===== config.mk =====
export PLATFORM = sky130hd
export DESIGN_NAME = register_file_sb_flat
export DESIGN_NICKNAME = d
export VERILOG_FILES = /design/src/rtl/register_file_sb_pkg.sv /design/src/rtl/register_file_sb_if.sv /design/src/rtl/register_file_sb_scoreboard.sv /design/src/rtl/register_file_sb.sv /design/src/flat_wrapper.sv
export SDC_FILE = /design/constraint.sdc
export NUM_CORES = 2
export LEC_CHECK = 0
export ABC_AREA = 0
export CAP_MARGIN = 20
export CORE_MARGIN = 2
export CORE_UTILIZATION = 57
export DETAILED_ROUTE_END_ITERATION = 8
export PLACE_DENSITY_LB_ADDON = 0.08
export SYNTH_ARGS = -nofsm -noshare
export SYNTH_HDL_FRONTEND = slang
export SYNTH_HIERARCHICAL = 1
export SYNTH_SLANG_ARGS = --single-unit
export TNS_END_PERCENT = 5

===== constraint.sdc =====
create_clock -name CLK -period 5.5 [get_ports CLK]
set_clock_uncertainty 0.05 [all_clocks]
set_input_delay 0.825 -clock CLK [delete_from_list [all_inputs] [get_ports CLK]]
set_output_delay 0.825 -clock CLK [all_outputs]
set_load 0.03 [all_outputs]

===== src/rtl/register_file_sb_pkg.sv =====
// Shared types and default sizing for the register file and its consumers
// (decode and writeback).
package rf_pkg;
  localparam int RF_DATA_W = 32;
  localparam int RF_NREGS  = 32;
  localparam int RF_NRD    = 2;
  localparam int RF_AW     = $clog2(RF_NREGS);

  typedef logic [RF_AW-1:0]     rf_addr_t;
  typedef logic [RF_DATA_W-1:0] rf_word_t;

  localparam rf_addr_t RF_ZERO = '0;
endpackage


===== src/rtl/register_file_sb_if.sv =====
// Register file bus: read ports, writeback, reservation and debug signals.
// Decode/writeback use the master view; the register file uses the slave view.
interface register_file_sb_if
  import rf_pkg::*;
#(
  parameter int DATA_W = RF_DATA_W,
  parameter int NREGS  = RF_NREGS,
  parameter int NRD    = RF_NRD
);
  localparam int AW = $clog2(NREGS);
  localparam int CW = $clog2(NREGS + 1);

  logic [NRD-1:0][AW-1:0]     rsel;
  logic [NRD-1:0][DATA_W-1:0] rdat;
  logic [NRD-1:0]             rbusy;
  logic                       wen;
  logic [AW-1:0]              wsel;
  logic [DATA_W-1:0]          wdat;
  logic                       rsv_en;
  logic [AW-1:0]              rsv_sel;
  logic                       rsv_ok;
  logic                       flush;
  logic [CW-1:0]              pend_cnt;
  logic [AW-1:0]              dbg_sel;
  logic [DATA_W-1:0]          dbg_dat;

  modport master (
    output rsel, wen, wsel, wdat, rsv_en, rsv_sel, flush, dbg_sel,
    input  rdat, rbusy, rsv_ok, pend_cnt, dbg_dat
  );

  modport slave (
    input  rsel, wen, wsel, wdat, rsv_en, rsv_sel, flush, dbg_sel,
    output rdat, rbusy, rsv_ok, pend_cnt, dbg_dat
  );
endinterface


===== src/rtl/register_file_sb_scoreboard.sv =====
// Pending-write scoreboard: one bit per register, set by decode reservations,
// cleared by writeback, wiped by flush; also keeps a running popcount.
module rf_scoreboard #(
  parameter int   NREGS    = 32,
  parameter bit   ZERO_REG = 1'b1,
  localparam int  AW       = $clog2(NREGS),
  localparam int  CW       = $clog2(NREGS + 1)
) (
  input  logic             CLK,
  input  logic             nRST,
  input  logic             wen,
  input  logic [AW-1:0]    wsel,
  input  logic             rsv_en,
  input  logic [AW-1:0]    rsv_sel,
  input  logic             flush,
  output logic [NREGS-1:0] pending,
  output logic             rsv_ok,
  output logic [CW-1:0]    pend_cnt
);
  logic             rsv_zero;
  logic             wr_zero;
  logic             wr_hits_rsv;
  logic [NREGS-1:0] pend_nxt;
  logic [CW-1:0]    cnt_nxt;

  assign rsv_zero    = ZERO_REG && (rsv_sel == '0);
  assign wr_zero     = ZERO_REG && (wsel == '0);
  assign wr_hits_rsv = wen && (wsel == rsv_sel);

  // A pending register may only be re-reserved in the cycle its write retires.
  assign rsv_ok = rsv_en && !flush && (rsv_zero || !pending[rsv_sel] || wr_hits_rsv);

  // NOTE: every variable gets a default at the top of always_comb so no path
  // leaves it unassigned, which would otherwise infer a latch.
  always_comb begin
    pend_nxt = pending;
    if (wen && !wr_zero) pend_nxt[wsel] = 1'b0;
    if (flush)                      pend_nxt = '0;
    else if (rsv_ok && !rsv_zero)   pend_nxt[rsv_sel] = 1'b1;
  end

  always_comb begin
    cnt_nxt = '0;
    for (int i = 0; i < NREGS; i++) cnt_nxt = cnt_nxt + CW'(pend_nxt[i]);
  end

  // NOTE: state registers use non-blocking assignments so every flop samples
  // the pre-edge values regardless of statement order.
  always_ff @(posedge CLK or negedge nRST) begin
    if (!nRST) begin
      pending  <= '0;
      pend_cnt <= '0;
    end else begin
      pending  <= pend_nxt;
      pend_cnt <= cnt_nxt;
    end
  end
endmodule


===== src/rtl/register_file_sb.sv =====
// Multi-read-port register file with write-to-read bypass, a pending-write
// scoreboard for hazard detection and a registered debug read port.
module register_file_sb
  import rf_pkg::*;
#(
  parameter int DATA_W   = RF_DATA_W,
  parameter int NREGS    = RF_NREGS,
  parameter int NRD      = RF_NRD,
  parameter bit ZERO_REG = 1'b1,
  parameter bit BYPASS   = 1'b1
) (
  input logic               CLK,
  input logic               nRST,
  register_file_sb_if.slave bus
);
  localparam int AW = $clog2(NREGS);
  localparam logic [AW-1:0] ZERO_SEL = AW'(RF_ZERO);

  logic [DATA_W-1:0] regs [NREGS];
  logic [NREGS-1:0]  pending;
  logic              wr_act;
  logic              dbg_zero;
  logic              dbg_byp;
  logic [DATA_W-1:0] dbg_nxt;

  assign wr_act = bus.wen && !(ZERO_REG && (bus.wsel == ZERO_SEL));

  rf_scoreboard #(
    .NREGS    (NREGS),
    .ZERO_REG (ZERO_REG)
  ) u_sb (
    .CLK      (CLK),
    .nRST     (nRST),
    .wen      (bus.wen),
    .wsel     (bus.wsel),
    .rsv_en   (bus.rsv_en),
    .rsv_sel  (bus.rsv_sel),
    .flush    (bus.flush),
    .pending  (pending),
    .rsv_ok   (bus.rsv_ok),
    .pend_cnt (bus.pend_cnt)
  );

  // A forwarded write is by definition no longer outstanding, so bypass masks rbusy.
  for (genvar i = 0; i < NRD; i++) begin : g_rd
    logic zero_i;
    logic byp_i;
    assign zero_i        = ZERO_REG && (bus.rsel[i] == ZERO_SEL);
    assign byp_i         = BYPASS && bus.wen && (bus.wsel == bus.rsel[i]);
    assign bus.rdat[i]   = zero_i ? '0 : (byp_i ? bus.wdat : regs[bus.rsel[i]]);
    assign bus.rbusy[i]  = !zero_i && !byp_i && pending[bus.rsel[i]];
  end

  assign dbg_zero = ZERO_REG && (bus.dbg_sel == ZERO_SEL);
  assign dbg_byp  = BYPASS && bus.wen && (bus.wsel == bus.dbg_sel);
  assign dbg_nxt  = dbg_zero ? '0 : (dbg_byp ? bus.wdat : regs[bus.dbg_sel]);

  // NOTE: the storage array is reset because an async reset must drop any
  // in-flight architectural state, not just the control bits.
  always_ff @(posedge CLK or negedge nRST) begin
    if (!nRST) begin
      for (int r = 0; r < NREGS; r++) regs[r] <= '0;
    end else if (wr_act) begin
      regs[bus.wsel] <= bus.wdat;
    end
  end

  always_ff @(posedge CLK or negedge nRST) begin
    if (!nRST) bus.dbg_dat <= '0;
    else       bus.dbg_dat <= dbg_nxt;
  end
endmodule


===== src/flat_wrapper.sv =====
// flat-port wrapper written by rule: the top's interface ports become plain ports
module register_file_sb_flat import rf_pkg::*;
#(
  parameter int DATA_W   = RF_DATA_W,
  parameter int NREGS    = RF_NREGS,
  parameter int NRD      = RF_NRD,
  parameter bit ZERO_REG = 1'b1,
  parameter bit BYPASS   = 1'b1
)
  (CLK, nRST, bus_rsel, bus_wen, bus_wsel, bus_wdat, bus_rsv_en, bus_rsv_sel, bus_flush, bus_dbg_sel, bus_rdat, bus_rbusy, bus_rsv_ok, bus_pend_cnt, bus_dbg_dat);
  register_file_sb_if #(.DATA_W(DATA_W), .NREGS(NREGS), .NRD(NRD)) bus_i ();
  input logic CLK;
  input logic nRST;
  input wire logic [$bits(bus_i.rsel)-1:0] bus_rsel;
  input wire logic [$bits(bus_i.wen)-1:0] bus_wen;
  input wire logic [$bits(bus_i.wsel)-1:0] bus_wsel;
  input wire logic [$bits(bus_i.wdat)-1:0] bus_wdat;
  input wire logic [$bits(bus_i.rsv_en)-1:0] bus_rsv_en;
  input wire logic [$bits(bus_i.rsv_sel)-1:0] bus_rsv_sel;
  input wire logic [$bits(bus_i.flush)-1:0] bus_flush;
  input wire logic [$bits(bus_i.dbg_sel)-1:0] bus_dbg_sel;
  output wire logic [$bits(bus_i.rdat)-1:0] bus_rdat;
  output wire logic [$bits(bus_i.rbusy)-1:0] bus_rbusy;
  output wire logic [$bits(bus_i.rsv_ok)-1:0] bus_rsv_ok;
  output wire logic [$bits(bus_i.pend_cnt)-1:0] bus_pend_cnt;
  output wire logic [$bits(bus_i.dbg_dat)-1:0] bus_dbg_dat;
  assign bus_i.rsel = bus_rsel;
  assign bus_i.wen = bus_wen;
  assign bus_i.wsel = bus_wsel;
  assign bus_i.wdat = bus_wdat;
  assign bus_i.rsv_en = bus_rsv_en;
  assign bus_i.rsv_sel = bus_rsv_sel;
  assign bus_i.flush = bus_flush;
  assign bus_i.dbg_sel = bus_dbg_sel;
  assign bus_rdat = bus_i.rdat;
  assign bus_rbusy = bus_i.rbusy;
  assign bus_rsv_ok = bus_i.rsv_ok;
  assign bus_pend_cnt = bus_i.pend_cnt;
  assign bus_dbg_dat = bus_i.dbg_dat;
  register_file_sb #(.DATA_W(DATA_W), .NREGS(NREGS), .NRD(NRD), .ZERO_REG(ZERO_REG), .BYPASS(BYPASS)) u_core (.CLK(CLK), .nRST(nRST), .bus(bus_i));
endmodule

After elaboration in Yosys (flattened, before gate mapping)
Index checks and enable logic that the tools add are counted.
{ "totals": {"out_inout_bits": 105, "reg_bits": 1094, "mem_count": 0, "romBits": 0, "latch_bits": 0, "input_bits": 62, "word_cells": 149, "mem_bits_rw": 0} }
{ "op_classes": {"eq_ne": 4, "muxes": 31, "n_mul": 0, "n_addsub": 31, "n_shift": 0, "magnitude_cmp": 11, "n_bitwise": 7, "n_reduce_logical": 30, "n_div": 0} }
{ "op_table": {"columns": ["operator", "count"], "rows": [
  ["1024-bit bitwise mux", 1],
  ["32-bit 2-to-1 mux", 16],
  ["32-bit binary-select mux with 5-bit select", 3],
  ["32-bit demux with 5-bit select", 1],
  ["6-bit by 1-bit adder with 6-bit output", 26],
  ["32-bit AND", 1],
  ["32-bit NOT", 1],
  ["32-bit bitwise OR", 1],
  ["5-bit zero test", 5],
  ["6-bit >= comparator, second input constant", 4],
  ["5-bit by 6-bit less-than comparator with 1-bit output, second input constant", 4],
  ["5-bit NOT with 6-bit output", 4],
  ["5-bit equality test", 4],
  ["1-bit binary-select mux with 5-bit select", 3],
  ["1-bit logical AND", 15],
  ["1-bit demux with 5-bit select", 2],
  ["5-bit by 1-bit >= comparator with 1-bit output, second input constant", 2],
  ["1-bit zero test", 8],
  ["5-bit by 1-bit adder with 6-bit output", 1],
  ["6-bit by 1-bit less-than comparator with 1-bit output, second input constant", 1],
  ["4-bit by 1-bit adder with 5-bit output", 1],
  ["1-bit 2-to-1 mux", 5],
  ["3-bit by 1-bit adder with 4-bit output", 1],
  ["2-bit by 1-bit adder with 3-bit output", 1],
  ["2 further kinds", 3]
]} }

Logic depth before layout (Yosys ltp)
{ "depth": {"depth_word": 41, "mapped_depth": 24, "ltp_nobuf": 21} }

Cells and area by module
The synthesis kept the hierarchy.
{ "modules_own_cells": {"columns": ["module", "area_per_inst_um2", "seq_area_each_um2", "n_inst", "cells_per_inst"], "rows": [
  ["register_file_sb", 65695.5, 26425.3, 1, 4717],
  ["rf_scoreboard", 3301.9, 950.9, 1, 354]
]} }

Worst setup path before layout
OpenSTA, ideal clock, no wires.
{ "synth_path": {"kind": "input to register", "start": "input port bus_rsv_sel[1]", "end": "register u_core.u_sb.pend_cnt[4]", "n_path_buf": 2, "slack_ns": -1.205, "cell_stages": 21, "setup_ns": 0.080, "t_required_ns": 5.370, "arrival_time_ns": 6.575, "cell_sequence": "clkbuf_1 -> mux4_2 -> and2_4 -> a211oi_4 -> o311ai_4 -> buf_6 -> o21a_1 -> fa_1 -> fa_1 -> inv_1 -> fa_1 -> inv_1 -> fa_1 -> fa_1 -> inv_1 -> fa_1 -> ha_1 -> fa_1 -> a21o_1 -> a21oi_1 -> xnor2_1"} }
{ "synth_via": {"elab_chain_len": 40, "word_cells_on_any_way": 50, "cone_classes": "add/sub (31); order compare (2); eq/ne (1); mux (6); bitwise (1); reduce/logical (9)"} }
{ "synth_rtl": {"columns": ["item", "line_no", "text"], "rows": [
  ["start: declaration", "flat_wrapper.sv:19", "input wire logic [$bits(bus_i.rsv_sel)-1:0] bus_rsv_sel;"],
  ["parallel branches: the longest is 7 deep, another holds 5-bit by 6-bit less-than comparator with 1-bit output", null, null],
  ["32-bit 2-to-1 mux (*)", "register_file_sb_scoreboard.sv:39", "else if (rsv_ok && !rsv_zero) pend_nxt[rsv_sel] = 1'b1;"],
  ["32-bit 2-to-1 mux (*)", "register_file_sb_scoreboard.sv:38", "if (flush) pend_nxt = '0;"],
  ["1-bit by 1-bit adder with 2-bit output", "register_file_sb_scoreboard.sv:44", "for (int i = 0; i < NREGS; i++) cnt_nxt = cnt_nxt + CW'(pend_nxt[i]);"],
  ["2-bit by 1-bit adder with 3-bit output", "register_file_sb_scoreboard.sv:44", null],
  ["3-bit by 1-bit adder with 4-bit output", "register_file_sb_scoreboard.sv:44", null],
  ["4-bit by 1-bit adder with 5-bit output", "register_file_sb_scoreboard.sv:44", null],
  ["5-bit by 1-bit adder with 6-bit output", "register_file_sb_scoreboard.sv:44", null],
  ["6-bit by 1-bit adder with 6-bit output (25 in series)", "register_file_sb_scoreboard.sv:44", null],
  ["6-bit by 1-bit adder with 6-bit output (*)", "register_file_sb_scoreboard.sv:44", null],
  ["via u_core.u_sb.cnt_nxt[4]", "register_file_sb_scoreboard.sv:24", "logic [CW-1:0] cnt_nxt;"],
  ["end signal: assignment", "register_file_sb_scoreboard.sv:55", "pend_cnt <= cnt_nxt;"],
  ["end: declaration", "register_file_sb_scoreboard.sv:18", "output logic [CW-1:0] pend_cnt"]
]} }
Mark *: on every way through the listed nets, which the timed path passes. The select of a mux whose other input is x is not followed.
A chain may end at the register's enable or synchronous reset.

Final worst setup path
{ "layout_path": {"start": "input port bus_rsv_sel[0]", "end": "register u_core.u_sb.pend_cnt[4]"} }
Same word-level chain as after synthesis.

==> impl_metrics.yaml <==
outcome:
  status: "finished, violations left"
  violations: "setup timing"
finish:
  final_cell_area_sq_um: 78200
  area_delta_synth_final_pct: 13.3
  nNetsFinal: 5232
  drive_gt1_share_pct: 46.9
  n_fill_cell: 8913
  layout.cells.non_filler: 6858
  utilization_pct: 65.2
sta:
  fmax_ghz: 0.162
  maxSlewHeadroom_pct: 17.0
  hold_ws_ns: 0.0699
  tns_ns: -2.47
  hold_viol: 0
  grt_setup_unrepaired: "true"
  finalCritPeriodShare_pct: 112
  setup_viol: 5
  setup_ws_ns: -0.656
  slew_viol_final: 0
  worst-slew-pin-transition_ns: 1.25
  finalCriticalPeriod_ns: 6.16
critical_path:
  critPathMaxStageDelay_ns: 0.61
  crit_chain: "clkdlybuf4s15_2 -> buf_4 -> mux2i_1 -> o21a_1 -> buf_4 -> a32oi_4 -> buf_6 -> o21a_1 -> fa_1 -> fa_2 -> fa_1 -> fa_1 -> fa_1 -> inv_1 -> fa_1 -> ha_2 -> fa_2 -> a21o_1 -> a21oi_2 -> xnor2_1"
  crit_buf_inv: 5
  arrival_ns: 6.77
  slowest_stage: "mux2i_1"
  critical_path_class: "primary input to register"
  cp_data_required_time_ns: 6.11
  start_kind: "primary input"
  setup.worst_path.end_class: "register"
  path_max_fanout: 12
  cp_top_family: "adder cells"
  crit_path_frequent_cell: "fa_1"
grt:
  grt_max_degree: 150
  first_global_vias: 51300
  antenna_found_initial: 9
  grtUsageTotal_pct: 41.2
  grt_pass1_wl_mm: 370
  gr-total-overflow: 0
cts:
  cts_hold_buf: 0
  numCtsBuffers: 120
  cts_tree: "yes"
  clockBufferDepth: 3
  path_clk_slew_ns: 0.06
  clock_sinks: 1094
  cts-root-buf: "clkbuf_16"
  clock_latency_ns: 0.78
  cts.htree.levels: 3
routing:
  wire_per_inst_um: 37.2
  dr_total_vias: 51400
  drt-pass1-iter-count: 6
  drc: 0
  drt_iter0_markers: 7321
  viasPerCell: 7.50
  postRouteAntennaNets: 0
  finalWirelength_mm: 255
power_and_ir_drop:
  power_density_nw_per_um2: 341
  power_mw: 26.6
  peakVddDrop_mv: 0.343
  leakagePower_nw: 33.1
logic_synthesis:
  synthTopCellsByCount: "dfrtp_1 (1094), mux2_2 (1068), mux4_2 (676), clkbuf_1 (326), mux2i_1 (274)"
  avgSynthCellArea_sq_um: 13.6
  ys_top_cells_by_area: "dfrtp_1 (40%), mux4_2 (22%), mux2_2 (17%), mux2i_1 (4.0%), clkbuf_1 (1.8%)"
  yosys_warnings: 6
  yosysTopAreaCell: "dfrtp_1"
  synth_most_common_cell: "dfrtp_1"
  ys_seq_elements: 1094
  postSynth.asyncResetShare_pct: 100
  synth_edf_count: 0
  synthFlopType: "dfrtp_1"
  synth_cell_types: 80
  synth_cells: 5071
  synth.cell_area_sq_um: 69000
  syn_nets: 5164
  synth_top_cell_area_share_pct: 39.7
  ys_seq_area_share_pct: 39.7
placement:
  gp_congestion: 0.904
  dp_cells: 6623
  dp_slack_ns: -1.81
  placed_area_sq_um: 73700
  portBuffers: 166
  hpwlAfterDp_mm: 153
floorplan:
  fp.dieArea_sq_um: 124000
  fp-row-count: 127
  initial_utilization_pct: 57.5
  die-width_um: 352
  io_pins: 167
  die_h_um: 352
  fp.coreArea_sq_um: 120000
job:
  maxCapViolations: 0
min_path:
  hold_class: "primary input to asynchronous set/reset pin"
==> where the power goes <==
group	switching (mW)	leakage, nW	internal [mW]
Clock	3.58	2.14	5.36
Combinational	2.93	16.9	3.82
Sequential	1.41	14.1	9.53
==> worst paths after layout <==
| check | endpoint | slack [ns] | start | cells past startpoint |
|---|---|---|---|---|
| max in group asynchronous | u_core/regs[86] | 3.85 | nRST | 2 |
| worst max register to register | u_core/u_sb/pend_cnt[4] | -0.64 | u_core/u_sb/pending[31] | 19 |
| min in group CLK | u_core/regs[1013] | 0.37 | u_core/regs[1013] | 0 |
| worst max-delay path | u_core/u_sb/pend_cnt[4] | -0.66 | bus_rsv_sel[0] | 20 |
| worst min-delay path | u_core/regs[582] | 0.07 | nRST | 1 |
| worst min register to register | u_core/regs[1013] | 0.37 | u_core/regs[1013] | 0 |
==> metal layers <==
layer	track usage (%)	up-vias	part of all wire [%]	wire length (um)
met2	60.2	3550	44	112000
met1	56.3	27000	38	96300
met5	0	-	0.024	61
met3	11.5	859	12	30300
met4	22.1	10	6.5	16500
li1	-	20000	-	-
==> repair_timing <==
item                       4_1_cts  5_1_grt
setup endpoints to repair        6        6
hold endpoints to repair         0        0
pin swaps                       10        0
resized for setup               22        1
cloned                           1        0
buffers inserted                 4        0
==> registers in the layout, indices dropped and copies added (netlist names) <==
register,cells
u_core/regs,1024
u_core/bus.dbg_dat,32
u_core/u_sb/pending,32
u_core/u_sb/pend_cnt,6
==> cell families after synthesis <==
group	Yosys count	synth area share [%]
multiplexers	2050	44.0
flip-flops	1094	39.7
AND/OR/NAND/NOR	638	4.42
AO/OA/AOI/OAI	624	6.64
buffers and inverters	611	4.15
adder cells (fa/ha/maj)	31	0.823
XOR/XNOR	23	0.292
==> cell usage in the layout, fill, tap and decap left out, types with 33 or more instances in the layout <==
master           synthesis  routed
mux4_2                 676     676
o22ai_1                 46      44
o21ai_0                108     107
mux2_2                1068    1068
nor2_1                 162     143
nand2_1                218     203
mux2i_1                274     274
clkdlybuf4s50_1          0      99
buf_4                   50     325
a2111oi_0               33      33
clkbuf_16                0     123
nor2b_1                 46      44
a21oi_1                 70      68
buf_12                   0      74
dfrtp_1               1094    1094
a211oi_1                63      63
o221ai_1                49      49
a221oi_1                64      64
nor3_1                  37      35
==> area by class of cell <==
cell class	count	area [sq um]	share of cell area [%]
Antenna cell	5	12.5	0.0160
Clock buffer	172	3550	4.54
Clock inverter	52	803	1.03
Inverter	38	144	0.184
Multi-Input combinational cell	3367	39100	50.0
Sequential cell	1094	27400	35.0
Tap cell	1612	2020	2.58
Timing Repair Buffer	518	5160	6.60
==> worst register-to-register path, cell delays in order, from the launching register on <==
cell and delay, ns:
dfrtp_1 0.38, mux4_2 0.49, and2_4 0.16, a211oi_4 0.28
buf_4 0.19, a32oi_4 0.17, buf_6 0.17, o21a_1 0.18
fa_1 0.53, fa_2 0.48, fa_1 0.55, fa_1 0.44
fa_1 0.49, inv_1 0.05, fa_1 0.44, ha_2 0.20
fa_2 0.34, a21o_1 0.18, a21oi_2 0.14, xnor2_1 0.14
Power figures use the tool's default switching activity.
